`src/rtl/alu_program_sequencer.sv`:
```
// ---------------------------------------------------------------------------
// alu_program_sequencer
//
// Purpose:
//   Micro-sequencer that sits in front of cpu_top. It runs a short program of
//   ALU micro-instructions held in a synchronous program ROM. Each instruction
//   takes four cycles (FETCH, LOAD, EXEC, WB): it reads two register operands,
//   drives the 74181-based ALU, latches the result and carry, and optionally
//   writes the result back. While idle, the host port is passed straight
//   through to the register file, so the host and the sequencer share it.
//
// Instruction word, LSB upward:
//   imm[DATA_WIDTH-1:0], srcB, srcA, dst (ADDR_WIDTH each),
//   comm[3:0], mode, cin, b_sel, wb_en, halt (MSB)
//
// Ports:
//   clk, reset            clock (rising edge), async active-low reset
//   start, abort          run control; start only honoured while idle
//   busy, done, overrun   status; done is a one-cycle pulse, overrun is sticky
//   imem_addr/rd_en/rdata program ROM interface (data valid one cycle later)
//   host_reg_*            host register-file access, active only while idle
//   host_busy_err         pulse when a host write is dropped while busy
//   dp_*                  register-file and ALU controls towards cpu_top
//   dp_alu_result/cout    ALU outputs from cpu_top
//   last_result, flag_*   result, carry and zero of the last executed instr
// ---------------------------------------------------------------------------
module alu_program_sequencer #(
    parameter int DATA_WIDTH  = 16,
    parameter int NUM_REGS    = 8,
    parameter int PROG_DEPTH  = 32,
    parameter int ADDR_WIDTH  = $clog2(NUM_REGS),
    parameter int PC_WIDTH    = $clog2(PROG_DEPTH),
    parameter int INSTR_WIDTH = DATA_WIDTH + 3*ADDR_WIDTH + 9
) (
    input  logic                   clk,
    input  logic                   reset,
    input  logic                   start,
    input  logic                   abort,
    output logic                   busy,
    output logic                   done,
    output logic                   overrun,
    output logic [PC_WIDTH-1:0]    imem_addr,
    output logic                   imem_rd_en,
    input  logic [INSTR_WIDTH-1:0] imem_rdata,
    input  logic                   host_reg_we,
    input  logic [ADDR_WIDTH-1:0]  host_reg_waddr,
    input  logic [DATA_WIDTH-1:0]  host_reg_wdata,
    input  logic [ADDR_WIDTH-1:0]  host_rd_addr1,
    input  logic [ADDR_WIDTH-1:0]  host_rd_addr2,
    output logic                   host_busy_err,
    output logic                   dp_reg_write_enable,
    output logic [ADDR_WIDTH-1:0]  dp_reg_write_addr,
    output logic [DATA_WIDTH-1:0]  dp_reg_write_data,
    output logic [ADDR_WIDTH-1:0]  dp_reg_read_addr1,
    output logic [ADDR_WIDTH-1:0]  dp_reg_read_addr2,
    output logic [3:0]             dp_alu_comm,
    output logic                   dp_alu_mode,
    output logic                   dp_alu_cin,
    output logic                   dp_b_source_sel,
    output logic [DATA_WIDTH-1:0]  dp_alu_b_imm,
    input  logic [DATA_WIDTH-1:0]  dp_alu_result,
    input  logic                   dp_alu_cout,
    output logic [DATA_WIDTH-1:0]  last_result,
    output logic                   flag_cout,
    output logic                   flag_zero
);

    // Bit positions of the instruction fields
    localparam int SRCB_LSB = DATA_WIDTH;
    localparam int SRCA_LSB = DATA_WIDTH + ADDR_WIDTH;
    localparam int DST_LSB  = DATA_WIDTH + 2*ADDR_WIDTH;
    localparam int COMM_LSB = DATA_WIDTH + 3*ADDR_WIDTH;
    localparam int MODE_BIT = COMM_LSB + 4;
    localparam int CIN_BIT  = COMM_LSB + 5;
    localparam int BSEL_BIT = COMM_LSB + 6;
    localparam int WBEN_BIT = COMM_LSB + 7;
    localparam int HALT_BIT = COMM_LSB + 8;

    localparam logic [PC_WIDTH-1:0] LAST_PC = PC_WIDTH'(PROG_DEPTH - 1);

    typedef enum logic [2:0] {
        IDLE,
        FETCH,
        LOAD,
        EXEC,
        WB
    } state_t;

    state_t                   r_state;
    state_t                   w_next_state;
    logic [PC_WIDTH-1:0]      r_pc;
    logic [INSTR_WIDTH-1:0]   r_ir;
    logic [DATA_WIDTH-1:0]    r_last_result;
    logic                     r_flag_cout;
    logic                     r_flag_zero;
    logic                     r_overrun;
    logic                     r_done;
    logic                     r_host_busy_err;

    logic                     w_start_run;
    logic                     w_load_ir;
    logic                     w_latch_exec;
    logic                     w_pc_inc;
    logic                     w_set_overrun;
    logic                     w_done_next;

    logic [DATA_WIDTH-1:0]    w_imm;
    logic [ADDR_WIDTH-1:0]    w_src_b;
    logic [ADDR_WIDTH-1:0]    w_src_a;
    logic [ADDR_WIDTH-1:0]    w_dst;
    logic [3:0]               w_comm;
    logic                     w_mode;
    logic                     w_cin;
    logic                     w_b_sel;
    logic                     w_wb_en;
    logic                     w_halt;

    // Field decode of the instruction register
    assign w_imm   = r_ir[DATA_WIDTH-1:0];
    assign w_src_b = r_ir[SRCB_LSB +: ADDR_WIDTH];
    assign w_src_a = r_ir[SRCA_LSB +: ADDR_WIDTH];
    assign w_dst   = r_ir[DST_LSB +: ADDR_WIDTH];
    assign w_comm  = r_ir[COMM_LSB +: 4];
    assign w_mode  = r_ir[MODE_BIT];
    assign w_cin   = r_ir[CIN_BIT];
    assign w_b_sel = r_ir[BSEL_BIT];
    assign w_wb_en = r_ir[WBEN_BIT];
    assign w_halt  = r_ir[HALT_BIT];

    assign busy          = (r_state != IDLE);
    assign done          = r_done;
    assign overrun       = r_overrun;
    assign host_busy_err = r_host_busy_err;
    assign imem_addr     = r_pc;
    assign last_result   = r_last_result;
    assign flag_cout     = r_flag_cout;
    assign flag_zero     = r_flag_zero;

    // State register and all datapath registers of the sequencer
    always_ff @(posedge clk or negedge reset) begin
        if (!reset) begin
            r_state         <= IDLE;
            r_pc            <= '0;
            r_ir            <= '0;
            r_last_result   <= '0;
            r_flag_cout     <= 1'b0;
            r_flag_zero     <= 1'b0;
            r_overrun       <= 1'b0;
            r_done          <= 1'b0;
            r_host_busy_err <= 1'b0;
        end else begin
            r_state         <= w_next_state;
            r_done          <= w_done_next;
            // Any host write attempted outside IDLE is dropped and flagged
            r_host_busy_err <= host_reg_we && (r_state != IDLE);
            if (w_start_run) begin
                r_pc <= '0;
            end else if (w_pc_inc) begin
                r_pc <= r_pc + PC_WIDTH'(1);
            end
            if (w_load_ir) begin
                r_ir <= imem_rdata;
            end
            if (w_latch_exec) begin
                r_last_result <= dp_alu_result;
                r_flag_cout   <= dp_alu_cout;
                r_flag_zero   <= (dp_alu_result == '0);
            end
            if (w_start_run) begin
                r_overrun <= 1'b0;
            end else if (w_set_overrun) begin
                r_overrun <= 1'b1;
            end
        end
    end

    // Next-state logic; abort in any busy state overrides every other move
    // and cancels the side effects of the current cycle.
    always_comb begin
        w_next_state  = r_state;
        w_start_run   = 1'b0;
        w_load_ir     = 1'b0;
        w_latch_exec  = 1'b0;
        w_pc_inc      = 1'b0;
        w_set_overrun = 1'b0;
        w_done_next   = 1'b0;
        case (r_state)
            IDLE: begin
                if (start && !abort) begin
                    w_next_state = FETCH;
                    w_start_run  = 1'b1;
                end
            end
            FETCH: begin
                w_next_state = LOAD;
            end
            LOAD: begin
                w_next_state = EXEC;
                w_load_ir    = 1'b1;
            end
            EXEC: begin
                w_next_state = WB;
                w_latch_exec = 1'b1;
            end
            WB: begin
                if (w_halt) begin
                    w_next_state = IDLE;
                    w_done_next  = 1'b1;
                end else if (r_pc == LAST_PC) begin
                    w_next_state  = IDLE;
                    w_done_next   = 1'b1;
                    w_set_overrun = 1'b1;
                end else begin
                    w_next_state = FETCH;
                    w_pc_inc     = 1'b1;
                end
            end
            default: begin
                w_next_state = IDLE;
            end
        endcase
        if (abort && (r_state != IDLE)) begin
            w_next_state  = IDLE;
            w_done_next   = 1'b1;
            w_load_ir     = 1'b0;
            w_latch_exec  = 1'b0;
            w_pc_inc      = 1'b0;
            w_set_overrun = 1'b0;
        end
    end

    // Datapath outputs: host pass-through in IDLE, decoded IR in EXEC/WB.
    // WB writes back the value latched at the end of EXEC.
    always_comb begin
        imem_rd_en          = 1'b0;
        dp_reg_write_enable = 1'b0;
        dp_reg_write_addr   = '0;
        dp_reg_write_data   = '0;
        dp_reg_read_addr1   = '0;
        dp_reg_read_addr2   = '0;
        dp_alu_comm         = 4'b0000;
        dp_alu_mode         = 1'b0;
        dp_alu_cin          = 1'b0;
        dp_b_source_sel     = 1'b0;
        dp_alu_b_imm        = '0;
        case (r_state)
            IDLE: begin
                dp_reg_write_enable = host_reg_we;
                dp_reg_write_addr   = host_reg_waddr;
                dp_reg_write_data   = host_reg_wdata;
                dp_reg_read_addr1   = host_rd_addr1;
                dp_reg_read_addr2   = host_rd_addr2;
            end
            FETCH: begin
                imem_rd_en = 1'b1;
            end
            EXEC, WB: begin
                dp_reg_read_addr1 = w_src_a;
                dp_reg_read_addr2 = w_src_b;
                dp_alu_comm       = w_comm;
                dp_alu_mode       = w_mode;
                dp_alu_cin        = w_cin;
                dp_b_source_sel   = w_b_sel;
                dp_alu_b_imm      = w_imm;
                if (r_state == WB) begin
                    dp_reg_write_enable = w_wb_en && !abort;
                    dp_reg_write_addr   = w_dst;
                    dp_reg_write_data   = r_last_result;
                end
            end
            default: begin
                imem_rd_en = 1'b0;
            end
        endcase
    end

endmodule

```
`config.mk`:
```
export PLATFORM = sky130hd
export DESIGN_NAME = alu_program_sequencer
export DESIGN_NICKNAME = d
export VERILOG_FILES = /design/src/rtl/alu_program_sequencer.sv
export SDC_FILE = /design/constraint.sdc
export NUM_CORES = 1
export LEC_CHECK = 0
export ABC_AREA = 1
export BUFFER_PORTS_ARGS = -buffer_cell sky130_fd_sc_hd__buf_4
export CAP_MARGIN = 20
export CORE_MARGIN = 10
export CORE_UTILIZATION = 30
export CTS_CLUSTER_DIAMETER = 30
export DETAILED_ROUTE_END_ITERATION = 7
export GPL_TIMING_DRIVEN = 0
export PLACE_DENSITY_LB_ADDON = 0.1
export SLEW_MARGIN = 20
export SYNTH_ARGS = -nofsm -noshare
export SYNTH_HDL_FRONTEND = slang
export SYNTH_SLANG_ARGS = --single-unit
```
`constraint.sdc`:
```
create_clock -name clk -period 1.6 [get_ports clk]
set_input_delay 0.48 -clock clk [delete_from_list [all_inputs] [get_ports clk]]
set_output_delay 0.48 -clock clk [all_outputs]
set_load 0.03 [all_outputs]
```
# [Word-level counts from Yosys, hierarchy flattened]
# Cells that the tools add are included.
[op_classes] add_sub_neg=1 n_mul=0 div=0 n_lt_le_gt_ge=0 n_eq_ne=6 shifts=0 mux=40 bitwise_logic=0 n_reduce_logical=11
[op_table] operator="$mux 16" n=2
[op_table] operator="$pmux 16 s2" n=1
[op_table] operator="$mux 1" n=26
[op_table] operator="$pmux 3 s2" n=3
[op_table] operator="$logic_not 16->1" n=1
[op_table] operator="$pmux 3 s5" n=1
[op_table] operator="$mux 5" n=2
[op_table] operator="$mux 3" n=3
[op_table] operator="$eq 3x2->1 const B" n=2
[op_table] operator="$add 5x1->5 const B" n=1
[op_table] operator="$eq 5x5->1 const B" n=1
[op_table] operator="$logic_and 1x1->1" n=4
[op_table] operator="$mux 4" n=1
[op_table] operator="$reduce_bool 2->1" n=2
[op_table] operator="$eq 3x1->1 const B" n=1
[op_table] operator="$eq 3x3->1 const B" n=1
[op_table] operator="$logic_not 3->1" n=1
[op_table] operator="$ne 3x3->1 const B" n=1
[op_table] operator="$reduce_bool 3->1" n=1
[op_table] operator="$pmux 1 s2" n=1
[op_table] operator="$reduce_or 2->1" n=1
[op_table] operator="$logic_not 1->1" n=1
[word_totals] reg_bits=63 latchBits=0 ramBits=0 mem_bits_ro=0 inputBits=81 wordCells=67 mem_count=0

# [Depth between registers and ports, before layout]
# Gate-level depths: netlist of the first run.
[depth] ltp_word=7 ltp_mapped=9 ltp_nobuf=9

# [Worst setup path after synthesis of the first run]
# OpenSTA, ideal clock, no wires.
[synth_path] path_type="register to output" start="reg r_state[2]" end="out dp_alu_b_imm[0]" arrival_ns=1.513 required_ns=1.120 slack_ns=-0.393 stages_incl_launch_ff=8 path_buffers=2 path_cell_list="dfrtp_1 buf_6 inv_2 nand2_2 nor2_2 nor2_4 buf_2 nor2_1"
[synth_between] elab_chain_cells=3
[synth_lines] element="start, declared" line="89" source="state_t r_state;"
[synth_lines] element="start signal, assigned" line="152" source="r_state <= w_next_state;"
[synth_lines] element="$eq 3x3->1 or $eq 3x2->1 (tied branches)" line="246" source="case (r_state)"
[synth_lines] element="$reduce_or 2->1 *" line="246"
[synth_lines] element="$mux 16 *" line="246"
[synth_lines] element="end, declared" line="60" source="output logic [DATA_WIDTH-1:0] dp_alu_b_imm,"
# Mark *: on every way between the ends. The rest lies on a longest branch, timed or not.

# [Final worst setup path of the first run]
[layout_path] start="reg r_state[0]" end="out dp_alu_b_imm[10]"
# The elaborated chain is that of the path after synthesis.

==> impl_metrics.tcl, run 1 <==
set metrics [dict create \
    max_slew.worst_pin.slew_ns 0.825 \
    dieArea_um2 15100 \
    rows 37 \
    synth.area.top_cells "dfrtp_1 50%, nand2_1 23%, nand3_1 7.6%" \
    yosys_warnings 0 \
    endpoint_kind "primary output" \
    postLayoutCoreUtil_pct 56.8 \
    period_needed_ns 2.12 \
    path_clk_slew_ns 0.06 \
    regToRegSetupSlack_ns 0.01 \
    pwr-share-seq_pct 26.6 \
    drv_cap 0 \
    netSwitchingPower_mw 4.54 \
    drive_gt1_share_pct 48.1 \
    ir_drop_v 0.000861 \
    grt_pass1_vias 3507 \
    core-area_um2 10300 \
    cts_max_level 3 \
    initial_utilization_pct 30.8 \
    finalHoldViolCount 0 \
    routed_wl_um 11700 \
    cpPeakStageDelay_ns 0.41 \
    synth.distinct_cells 21 \
    hold_class "input pin to async pin" \
    ys_seq_area_share_pct 49.6 \
    reg2reg_from "imem_addr[1]" \
    post-route-period-util_pct 133 \
    n_antenna_cell 0 \
    dp_hpwl_um 8630 \
    area_growth_syn_to_layout_pct 84.6 \
    routedWlPerCell_um 15.0 \
    netlist_area_um2 3180 \
    synth-edff-count 0 \
    violations "negative setup slack" \
    cts_tree "built" \
    synth_top_area_cell "dfrtp_1" \
    numCtsBuffers 9 \
    grt_max_degree 64 \
    drc 0 \
    critical_path_arrival_ns 1.64 \
    syn_nets 519 \
    root_buffer "clkbuf_8" \
    io_buffers 157 \
    gr-total-overflow 0 \
    drt.antenna.violating_nets 0 \
    status "finished, violations left" \
    power.density_nw_per_um2 1730 \
    pin_count 158 \
    finalNetCount 723 \
    clock_latency_ns 0.33 \
    slew_headroom_pct 45.0 \
    power_frac_comb_pct 61.3 \
    clock_sinks 63 \
    die_y_um 123 \
    rsz0062_at_grt "true" \
    first_pass_iters 4 \
    required_ns 1.12 \
    holdWs_ns 0.238 \
    track_usage_pct 14.8 \
    synthArstFlopShare_pct 100 \
    antenna_found_initial 0 \
    clk_path_buf_depth 2 \
    drt_iter0_drc 111 \
    fillers 1011 \
    p_clk_share_pct 12.1 \
    skew_ns 0.00560 \
    cp_cell_sequence "inv_2 -> nand2_4 -> nor2_4 -> buf_6 -> nor2_4 -> buf_12 -> nor2_4 -> buf_6" \
    avgSynthCellArea_um2 7.29 \
    crit_type "flop to primary output" \
    crit_path_frequent_cell "nor2_4" \
    final_max_slew_viol_count 0 \
    critical-path-slowest-cell "dfrtp_2" \
    r2r_cells 8 \
    synth_top_area_share_pct 49.6 \
    vias_per_cell 4.40 \
    die_w_um 123 \
    place_congestion 0.775 \
    ys_seq_elements 63 \
    cp-start-kind "flop" \
    power_leakage_nw 3.07 \
    vias 3440 \
    worst_slack_ns -0.524 \
    cellInternalPower_mw 5.57 \
    grt_pass1_wl_um 17700 \
    synthFlopType "dfrtp_1" \
    swShare_pct 44.9 \
    setup_viol 51 \
    r2r_end "imem_addr[1]" \
    path_max_fanout 10 \
    synth_cells 436 \
    fmax_ghz 0.471 \
]
cell usage in the layout, fill, tap and decap left out, types with 3 or more instances in the layout:
master / instances
clkbuf_1: 6
dfrtp_2: 4
nand2_2: 14
clkbuf_16: 3
nor2_1: 13
buf_6: 65
nor2_4: 28
buf_12: 4
inv_1: 36
nand2_4: 20
buf_8: 7
buf_4: 128
o21ai_2: 4
nand2_1: 161
dfrtp_1: 59
clkbuf_8: 11
nor2_2: 3
nand3_2: 4
buf_2: 3
o21ai_1: 8
nand3_1: 44
critical path, delay by kind of cell, from the launching register on:
family                 cells  cell delay, ns
AND/OR/NAND/NOR            4            0.37
buffers and inverters      4            0.51
flip-flops                 1            0.41
flip-flops by register name, indices dropped and copies added (netlist names):
| register | count |
|---|---|
| imem_addr | 5 |
| last_result | 16 |
| r_ir | 34 |
| r_state | 3 |
| overrun | 1 |
| flag_zero | 1 |
| flag_cout | 1 |
| done | 1 |
| host_busy_err | 1 |
power by group through the flow:
stage | Sequential (mW) | Combinational (mW) | Clock [mW]
after CTS | 2.66 | 5.55 | 1.28
after global placement | 2.68 | 4.73 | 0
after global routing | 2.77 | 6.69 | 1.34
after detailed placement | 2.69 | 4.78 | 0
final | 2.69 | 6.20 | 1.23
after floorplan | 3.04 | 2.72 | 0
metal layers:
metal / up-vias / track usage, % / part of all wire, %
met5: - / 0 / 0
met4: 0 / 5.08 / 1.1
met3: 11 / 6.06 / 9.3
met2: 104 / 24.6 / 49
met1: 1575 / 17.0 / 41
li1: 1750 / - / -
per-stage QoR:
stage	power (mW)	cell area [µm²]	instances	worst slack [ns]	TNS, ns
floorplan	5.76	3510	436	-0.119	-3.49
global placement	7.41	4860	729	-0.416	-16.27
detailed placement	7.47	4860	729	-0.416	-16.48
CTS	9.49	5460	767	-0.559	-25.50
global route	10.8	5860	781	-0.594	-28.61
finish	10.1	5860	781	-0.524	-24.07
cell families (layout without fill, tap and decap cells):
group,after synthesis,after routing,share of synthesized area [%]
buffers and inverters,61,270,8.15
XOR/XNOR,2,2,0.551
adder cells (fa/ha/maj),2,2,0.788
flip-flops,63,63,49.6
AND/OR/NAND/NOR,292,292,38.3
AO/OA/AOI/OAI,16,16,2.60
cells in the mapped netlist, types with 3 or more instances:
cell type / number
buf_2: 15
dfrtp_1: 63
inv_1: 37
inv_2: 4
nand2_1: 194
nand3_1: 48
nor2_1: 40
nor2_4: 3
o21ai_0: 8
o21ai_1: 7
cell type report:
type | count | area (µm²) | share of cell area, %
multi-input cells | 312 | 1800 | 30.6
repair buffers | 195 | 1780 | 30.4
flip-flops and latches | 63 | 1580 | 27.0
clock buffers | 16 | 170 | 2.90
inverters | 41 | 166 | 2.84
well taps | 136 | 170 | 2.90
plain buffers | 18 | 196 | 3.35
what timing repair did:
action | CTS | global route
endpoints found under the hold margin | 0 | 0
setup endpoints to repair | 86 | 87
buffers inserted | 21 | 14
resized for setup | 69 | 83
cloned | 1 | 4
pin swaps | 11 | 22
hold buffers | 0 | 0
worst max path at each step:
stage	startpoint	to	slack [ns]	depth (start not counted)
6_report	r_state[0]	dp_alu_b_imm[10]	-0.52	8
2_1_floorplan	r_state[1]	dp_alu_b_imm[0]	-0.12	6
5_1_grt	r_state[0]	dp_alu_b_imm[15]	-0.59	8
3_3_place_gp	r_state[1]	dp_reg_write_enable	-0.42	7
4_1_cts	r_state[0]	dp_alu_b_imm[15]	-0.56	9
3_5_place_dp	r_state[1]	dp_reg_write_data[1]	-0.42	7
Power figures use the tool's default switching activity.
==> run 2, diff against run 1 <==
- clock period: 1.6 -> 1.8 ns (I/O delays scaled with it)
==> impl_metrics.tcl, run 2 (synthesis gave the netlist of run 1 again) <==
set metrics [dict create \
    status "finished, violations left" \
    violations "negative setup slack" \
    worst-path-stages 9 \
    max_slew.worst_pin.slew_ns 0.821 \
    required_ns 1.26 \
    clk_path_buf_depth 2 \
    dp_hpwl_um 8580 \
    grt_pass1_wl_um 18200 \
    crit_type "flop to primary output" \
    n_antenna_cell 0 \
    fillers 948 \
    drv_cap 0 \
    slew_headroom_pct 45.3 \
    final_area_um2 5800 \
    grt_max_degree 64 \
    path_max_fanout 5 \
    final_common_cell "nand2_1" \
    fmax_ghz 0.451 \
    power.density_nw_per_um2 1560 \
    crit_path_frequent_cell "buf_6" \
    worst_slack_ns -0.417 \
    die_w_um 123 \
    finalHoldViolCount 0 \
    numCtsBuffers 9 \
    final_max_slew_viol_count 0 \
    hold_class "input pin to async pin" \
    reg2reg_from "imem_addr[1]" \
    regToRegSetupSlack_ns 0.15 \
    r2r_cells 8 \
    critical_path_arrival_ns 1.68 \
    root_buffer "clkbuf_8" \
    place_congestion 0.819 \
    post-route-period-util_pct 123 \
    first_pass_iters 4 \
    dieArea_um2 15100 \
    drive_gt1_share_pct 48.6 \
    power_mw 9.03 \
    final_cells 776 \
    area_growth_syn_to_layout_pct 82.4 \
    critical-path-slowest-cell "dfrtp_2" \
    clock_latency_ns 0.33 \
    initial_utilization_pct 30.8 \
    cts_tree "built" \
    rsz0062_at_grt "true" \
    critPathBufInv 5 \
    routedWlPerCell_um 15.2 \
    grt_pass1_vias 3568 \
    final_cell_mix "151 x nand2_1, 119 x buf_4, 65 x buf_6" \
    dpl.cell_count 729 \
    place_area_um2 4750 \
    vias 3467 \
    cts_max_level 3 \
    pin_count 158 \
    finalNetCount 718 \
    drc 0 \
    drt_iter0_drc 194 \
    drt.antenna.violating_nets 0 \
    cpPeakStageDelay_ns 0.43 \
    multi_input_area_um2 1730 \
    antenna_found_initial 0 \
    track_usage_pct 15.2 \
    skew_ns 0.0129 \
    cp_cell_sequence "inv_2 -> nand2_4 -> nor2_4 -> buf_6 -> buf_6 -> buf_8 -> nand3_4 -> o21ai_4 -> buf_6" \
    rows 37 \
    die_y_um 123 \
    path_clk_slew_ns 0.08 \
    fin_tns_setup_ns -17.97 \
    cp-start-kind "flop" \
    r2r_end "imem_addr[2]" \
    ir_drop_v 0.000796 \
    largest_reg_flops 34 \
    worstSetupStartpoint "r_state[0]" \
    regArea_um2 1580 \
    endpoint_kind "primary output" \
    period_needed_ns 2.22 \
    clock_sinks 63 \
    critPathTopFamily "buffers and inverters" \
    power_leakage_nw 3.05 \
    vias_per_cell 4.47 \
    gr-total-overflow 0 \
    top_register "r_ir" \
    io_buffers 157 \
    routed_wl_um 11800 \
    core-area_um2 10300 \
    crit_end "dp_reg_write_enable" \
    setup_viol 51 \
]
[run 2: cell count changes in the layout (fill, tap and decap cells not counted), moves of 4 or more]
cell / before / now
nand3_2: 4 / 0
nand2_1: 161 / 151
nand2_4: 20 / 5
buf_2: 3 / 10
nand2_2: 14 / 39
clkbuf_1: 6 / 1
buf_4: 128 / 119
[run 2: worst min path at each step]
stage	start	end	slack (ns)	cells past startpoint
3_5_place_dp	r_ir[18]	r_ir[18]	0.46	2
6_report	reset	r_ir[31]	0.28	1
2_1_floorplan	reset	done	0.24	0
3_3_place_gp	r_ir[18]	r_ir[18]	0.45	2
4_1_cts	reset	r_ir[31]	0.33	1
5_1_grt	reset	r_ir[31]	0.35	1
[run 2: where the power goes]
group	internal (mW)	switching, mW
combinational	2.16	3.05
clock	0.853	0.574
sequential	1.98	0.404
[run 2: timing repair]
item	in CTS	in global routing
resized for setup	98	48
pin swaps	12	13
hold buffers	0	0
gates cloned	3	1
buffers inserted	21	8
setup endpoints to repair	56	86
[run 2: cell type report]
class                           count  share of cell area (%)
Multi-Input combinational cell    312                    29.9
Inverter                           41                    2.91
Buffer                             19                    2.70
Clock inverter                      5                    1.38
Timing Repair Buffer              189                    30.3
Sequential cell                    63                    27.2
Tap cell                          136                    2.94
Clock buffer                       11                    2.61
[run 2: stage by stage]
step	utilization [%]	setup WS, ns	hold slack, ns
floorplan	-	-0.0378	0.244
global placement	46.0	-0.350	0.449
detailed placement	46.0	-0.345	0.456
CTS	54.2	-0.420	0.332
global route	56.1	-0.527	0.351
finish	56.1	-0.417	0.284
[run 2: metal layers]
layer	global-route usage, %	routed length [µm]	vias up
li1	-	-	1738
met1	18.2	4810	1598
met2	25.4	5880	122
met3	4.97	1020	9
met4	4.12	116	0
met5	0	0	-
